File: config.mk
export PLATFORM = sky130hd
export DESIGN_NAME = expr_scanner
export DESIGN_NICKNAME = d
export VERILOG_FILES = /design/src/rtl/expr_scanner.sv
export SDC_FILE = /design/constraint.sdc
export NUM_CORES = 1
export LEC_CHECK = 0
export CORE_MARGIN = 1.5
export CORE_UTILIZATION = 40
export CTS_BUF_LIST = sky130_fd_sc_hd__clkbuf_4 sky130_fd_sc_hd__clkbuf_8
export CTS_CLUSTER_DIAMETER = 50
export DETAILED_ROUTE_END_ITERATION = 10
export PLACE_DENSITY = 0.65
export SLEW_MARGIN = 10
export SYNTH_ARGS = -nofsm -noshare
export SYNTH_HDL_FRONTEND = slang
export SYNTH_SLANG_ARGS = --single-unit
File: constraint.sdc
create_clock -name clk -period 3 [get_ports clk]
set_clock_uncertainty 0.2 [all_clocks]
set_input_delay 0.6 -clock clk [delete_from_list [all_inputs] [get_ports clk]]
set_output_delay 0.6 -clock clk [all_outputs]
set_load 0.02 [all_outputs]
File: src/rtl/expr_scanner.sv
// Streaming ASCII arithmetic-expression recogniser: one byte per in_valid edge, tracks operands, nesting, operators.
// Latency: one edge; outputs reflect all bytes accepted through the last edge. No backpressure: every valid byte is consumed.
module expr_scanner #(
    parameter int MAX_DIGITS  = 4,
    parameter int MAX_DEPTH   = 3,
    parameter int ALLOW_SPACE = 1,
    parameter int CNT_W       = 8
) (
    input  logic             clk,
    input  logic             clr,
    input  logic             in_valid,
    input  logic [7:0]       in,
    output logic             out,
    output logic             err,
    output logic             done,
    output logic [2:0]       state,
    output logic [3:0]       depth,
    output logic [CNT_W-1:0] op_cnt
);

    typedef enum logic [2:0] {
        S_EXP   = 3'd0,
        S_NUM   = 3'd1,
        S_CLOSE = 3'd2,
        S_DONE  = 3'd3,
        S_ERR   = 3'd4
    } state_t;

    typedef enum logic [2:0] {
        C_DIGIT,
        C_OP,
        C_OPEN,
        C_CLOSE,
        C_EQ,
        C_SPACE,
        C_ILL
    } cls_t;

    localparam logic [3:0]       LP_MAX_DEPTH = 4'(MAX_DEPTH);
    localparam logic [3:0]       LP_MAX_DIG   = 4'(MAX_DIGITS);
    localparam logic [CNT_W-1:0] LP_OP_MAX    = '1;

    state_t           r_state;
    logic [3:0]       r_depth;
    logic [CNT_W-1:0] r_op_cnt;
    logic [3:0]       r_dig_cnt;
    logic             r_done;

    state_t           w_state_nxt;
    logic [3:0]       w_depth_nxt;
    logic [CNT_W-1:0] w_op_cnt_nxt;
    logic [3:0]       w_dig_cnt_nxt;
    logic             w_done_nxt;

    cls_t             w_cls;
    state_t           w_eff_state;
    logic [3:0]       w_base_depth;
    logic [CNT_W-1:0] w_base_op;
    logic [3:0]       w_base_dig;
    logic             w_fail;

    // Byte classifier
    always_comb begin
        w_cls = C_ILL;
        if (in >= 8'h30 && in <= 8'h39) begin
            w_cls = C_DIGIT;
        end else begin
            case (in)
                8'h2B, 8'h2D, 8'h2A, 8'h2F: w_cls = C_OP;
                8'h28:                      w_cls = C_OPEN;
                8'h29:                      w_cls = C_CLOSE;
                8'h3D:                      w_cls = C_EQ;
                8'h20:                      w_cls = (ALLOW_SPACE != 0) ? C_SPACE : C_ILL;
                default:                    w_cls = C_ILL;
            endcase
        end
    end

    // A byte after '=' starts a fresh expression: behave as S_EXP with cleared counters.
    always_comb begin
        w_eff_state  = (r_state == S_DONE) ? S_EXP : r_state;
        w_base_depth = (r_state == S_DONE) ? 4'd0 : r_depth;
        w_base_op    = (r_state == S_DONE) ? '0 : r_op_cnt;
        w_base_dig   = (r_state == S_DONE) ? 4'd0 : r_dig_cnt;
    end

    always_comb begin
        w_state_nxt   = r_state;
        w_depth_nxt   = r_depth;
        w_op_cnt_nxt  = r_op_cnt;
        w_dig_cnt_nxt = r_dig_cnt;
        w_done_nxt    = 1'b0;
        w_fail        = 1'b0;

        if (in_valid && r_state != S_ERR) begin
            w_state_nxt   = w_eff_state;
            w_depth_nxt   = w_base_depth;
            w_op_cnt_nxt  = w_base_op;
            w_dig_cnt_nxt = w_base_dig;

            case (w_eff_state)
                S_EXP: begin
                    case (w_cls)
                        C_DIGIT: begin
                            w_state_nxt   = S_NUM;
                            w_dig_cnt_nxt = 4'd1;
                        end
                        C_OPEN: begin
                            if (w_base_depth < LP_MAX_DEPTH) begin
                                w_depth_nxt = w_base_depth + 4'd1;
                            end else begin
                                w_fail = 1'b1;
                            end
                        end
                        C_SPACE: w_state_nxt = S_EXP;
                        default: w_fail = 1'b1;
                    endcase
                end
                S_NUM, S_CLOSE: begin
                    case (w_cls)
                        C_DIGIT: begin
                            if (w_eff_state == S_NUM && w_base_dig < LP_MAX_DIG) begin
                                w_dig_cnt_nxt = w_base_dig + 4'd1;
                            end else begin
                                w_fail = 1'b1;
                            end
                        end
                        C_OP: begin
                            w_state_nxt = S_EXP;
                            if (w_base_op != LP_OP_MAX) begin
                                w_op_cnt_nxt = w_base_op + 1'b1;
                            end
                        end
                        C_CLOSE: begin
                            if (w_base_depth != 4'd0) begin
                                w_depth_nxt = w_base_depth - 4'd1;
                                w_state_nxt = S_CLOSE;
                            end else begin
                                w_fail = 1'b1;
                            end
                        end
                        C_EQ: begin
                            if (w_base_depth == 4'd0) begin
                                w_state_nxt = S_DONE;
                                w_done_nxt  = 1'b1;
                            end else begin
                                w_fail = 1'b1;
                            end
                        end
                        C_SPACE: w_state_nxt = S_CLOSE;
                        default: w_fail = 1'b1;
                    endcase
                end
                default: w_fail = 1'b1;
            endcase

            // The offending byte must not disturb the visible counters.
            if (w_fail) begin
                w_state_nxt   = S_ERR;
                w_depth_nxt   = r_depth;
                w_op_cnt_nxt  = r_op_cnt;
                w_dig_cnt_nxt = r_dig_cnt;
                w_done_nxt    = 1'b0;
            end
        end
    end

    always_ff @(posedge clk or negedge clr) begin
        if (!clr) begin
            r_state   <= S_EXP;
            r_depth   <= 4'd0;
            r_op_cnt  <= '0;
            r_dig_cnt <= 4'd0;
            r_done    <= 1'b0;
        end else begin
            r_state   <= w_state_nxt;
            r_depth   <= w_depth_nxt;
            r_op_cnt  <= w_op_cnt_nxt;
            r_dig_cnt <= w_dig_cnt_nxt;
            r_done    <= w_done_nxt;
        end
    end

    assign out    = (((r_state == S_NUM) || (r_state == S_CLOSE)) && (r_depth == 4'd0))
                    || (r_state == S_DONE);
    assign err    = (r_state == S_ERR);
    assign done   = r_done;
    assign state  = r_state;
    assign depth  = r_depth;
    assign op_cnt = r_op_cnt;

endmodule

==> reports/metrics.csv <==
stage,metric,value,unit
synth,asr flop ratio synth,100,%
finish,share of post-route cells with drive strength above 1,24.3,%
pwr,Static Leakage,1.03,nW
synth,warnings from Yosys,0,
synth,Syn Inst Count,199,
place,RD Place Congestion,0.815,
worst_setup_path,worst path required time,2.94,ns
cts,CTS tree,yes,
floorplan,io pins,29,
worst_setup_path,CP startpoint kind,input pin,
sta,unrepaired setup endpoints after global routing,no,
cts,clock-pin slew on the worst setup and hold paths,0.08,ns
synth,Synth Area in Compound Gates,31.1,%
floorplan,Starting Density,42.0,%
finish,design area,2440,µm²
place,Placed Cells incl. Taps,302,
synth,synth top area cells,"dfrtp_1, o31ai_1, nand2_1",
finish,final std cells w/o fill,309,
worst_setup_path,CP Capture Type,flip-flop,
sta,Final Cycle Share,97.3,%
synth,largest family of logic cells by synthesized area,compound AO/OA/AOI/OAI gates,
pwr,sequential share of power,50.1,%
cts,cts bufs inserted,3,
floorplan,die height,68.0,µm
synth,Mapped Nets,214,
pwr,Clock Power Share,39.2,%
synth,top-count cell post-synth,dfrtp_1,
synth,post-synthesis cell area,1690,µm²
place,placed instance area,2270,µm²
floorplan,core area,4030,µm²
cts,cts-stage hold buffer count,0,
synth,mux contribution to synthesized area,1.26,%
grt,pin count of the biggest net entering global routing,21,
cts,Longest Clk Path Bufs,2,
detailed_routing,"antenna viol nets, final",0,
cts,Clock Latency Late Sink,0.26,ns
pwr,Total Power,0.000538,W
finish,nets,275,
detailed_routing,via count,1855,
synth,Post-synth EDFFs,0,
floorplan,die outline area,4630,µm²
sta,Fin. Hold Viols,0,
worst_setup_path,Critical Path AT,2.86,ns
hold_path,Hold Crit Start,r_dig_cnt[3],
sta,Final min period,2.92,ns
sta,slew at the pin with the worst max-slew slack,0.481,ns
synth,Synth Area per Inst,8.50,µm²
grt,GR Overflow Total,0,
synth,Synth cell types,62,
pwr,Power Dens Cells,221,nW/µm²
synth,top-area cell type share of the netlist area,29.6,%
synth,Yosys top cell by area,dfrtp_1,
finish,area grow syn2layout,44.0,%
hold_path,sink of the worst hold path,r_dig_cnt[3],
pwr,Comb pwr share,10.7,%
detailed_routing,Initial DRC Count,130,
worst_setup_path,R2R depth,11,
pwr,sw power,0.000121,W
detailed_routing,drt total wl,5.07,mm
synth,Synth top cells by count,"dfrtp_1, nand2_1, inv_1, o31ai_1, nor3_1",
detailed_routing,Avg WL per Cell,16.4,µm
synth,synthesis-stage register bit count,20,
grt,initial antenna violation count,0,
sta,slew margin rel.,67.9,%
outcome,status,completed,
synth,ys flop type,dfrtp_1,
worst_setup_path,worst r2r src,state[2],
synth,post-synthesis sequential area ratio,29.6,%
finish,Finished Core Util,60.5,%
flow_run,Max-Cap Viols,0,
grt,first-pass GRT wire length,7.91,mm
worst_setup_path,Crit Path Category,in -> reg,
hold_path,Hold Crit Class,reg -> reg,
synth,Synth Area in Adders,3.55,%
place,port bufs,28,
floorplan,Die W,68.0,µm
detailed_routing,Pre-antenna DRT Iters,4,
synth,post-synthesis simple-gate area fraction,26.5,%
cts,# clock sinks,20,
place,Post-DP HPWL,3.65,mm
sta,hold_ws,0.311,ns
detailed_routing,Post-route DRC,0,
grt,GRT Total Usage,22.4,%
floorplan,row count,23,
sta,"Slew Viols, Final",0,
sta,final setup vio count,0,
worst_setup_path,Critical R2R Capture,depth[3],
finish,n_diodes,0,
synth,xor-xnor portion of the synthesized cell area,1.55,%
pwr,P_int,0.000416,W
worst_setup_path,flop-to-flop setup slack,0.14,ns
pwr,peak supply drop,0.231,mV
cts,H-tree levels,1,
hold_path,worst hold path cell count,1,
detailed_routing,vias per cell,6.00,
pwr,Sw Ratio,22.6,%
worst_setup_path,CP max FO,9,
grt,vias in the first global route,1663,
cts,clock root cell,clkbuf_8,
sta,fmax,343,MHz
## area by class of cell
cell class,count,area (µm²)
flip-flops and latches,20,502
repair buffers,68,631
inverters,11,41.3
fillers,365,1590
clock buffers,4,55.1
multi-input cells,156,1140
well taps,50,62.6
## layer usage
metal	GRT usage, %	wire [µm]	vias to the layer above
met5	0	0	-
met4	3.25	27	0
met3	3.45	215	4
met2	34.8	2320	52
met1	33.2	2500	892
li1	-	-	907
## state kept, by name (all words and copies together), names as in the netlist
register and flops:
depth 4, op_cnt 8, state 3, done 1, r_dig_cnt 4
## cell families (layout without fill, tap and decap cells)
| family | after synthesis | after routing |
|---|---|---|
| AOI/OAI and AO/OA | 67 | 67 |
| and+or+nand+nor | 79 | 79 |
| muxes | 2 | 2 |
| xor gates and xnor gates | 3 | 3 |
| buffers and inverters | 23 | 83 |
| DFF | 20 | 20 |
| adders and majority gates | 5 | 5 |
## power by group through the flow
stage | combinational [W] | clock (W) | sequential [W]
global route | 0.0000617 | 0.000231 | 0.000269
finish | 0.0000575 | 0.000211 | 0.000269
detailed placement | 0.0000535 | 0 | 0.000275
floorplan | 0.0000140 | 0 | 0.000275
global placement | 0.0000527 | 0 | 0.000275
CTS | 0.0000547 | 0.000218 | 0.000269
## through the flow
step	setup TNS (ns)	worst slack, ns
after floorplan	0	0.0344
after global placement	-4.42	-0.320
after detailed placement	-4.83	-0.356
after CTS	0	0.00449
after global routing	0	0.0124
final	0	0.0820
## repair_timing
| item | 4_1_cts | 5_1_grt |
|---|---|---|
| pin swaps | 1 | 6 |
| setup endpoints to repair | 4 | 14 |
| setup buffers | 1 | 1 |
| gates cloned | 0 | 1 |
| resized for setup | 3 | 14 |
## critical path: stages
cell	delay (ns)
clkdlybuf4s50_1	0.54
o2111a_1	0.27
nor2_2	0.06
a221oi_2	0.32
a21oi_2	0.11
buf_4	0.15
or2_4	0.25
buf_12	0.15
a2111o_1	0.40
## placed cells by master, fill, tap and decap left out, types with 4 or more instances in the layout
master / count
o21ai_0: 4
inv_1: 11
nor3_1: 9
and3_1: 5
o21ai_1: 8
clkdlybuf4s50_1: 23
dlymetal6s2s_1: 5
o31ai_1: 11
dfrtp_1: 19
ha_1: 4
and2_1: 4
nand2_1: 17
a31oi_1: 6
a21oi_1: 5
nor4_1: 8
buf_4: 36
clkbuf_8: 4
nand3_1: 5
nor2_1: 6
## how the worst max path moves through the flow
stage,start,cells past startpoint,endpoint,slack (ns)
after floorplan,state[2],11,op_cnt[1],0.03
after global placement,in[4],7,depth[3],-0.32
after detailed placement,in[4],7,depth[3],-0.36
after CTS,in[4],9,depth[3],0.004
after global routing,in[2],10,depth[3],0.01
final,in[3],9,depth[3],0.08
Note: power is estimated with default switching activity, not from simulation.
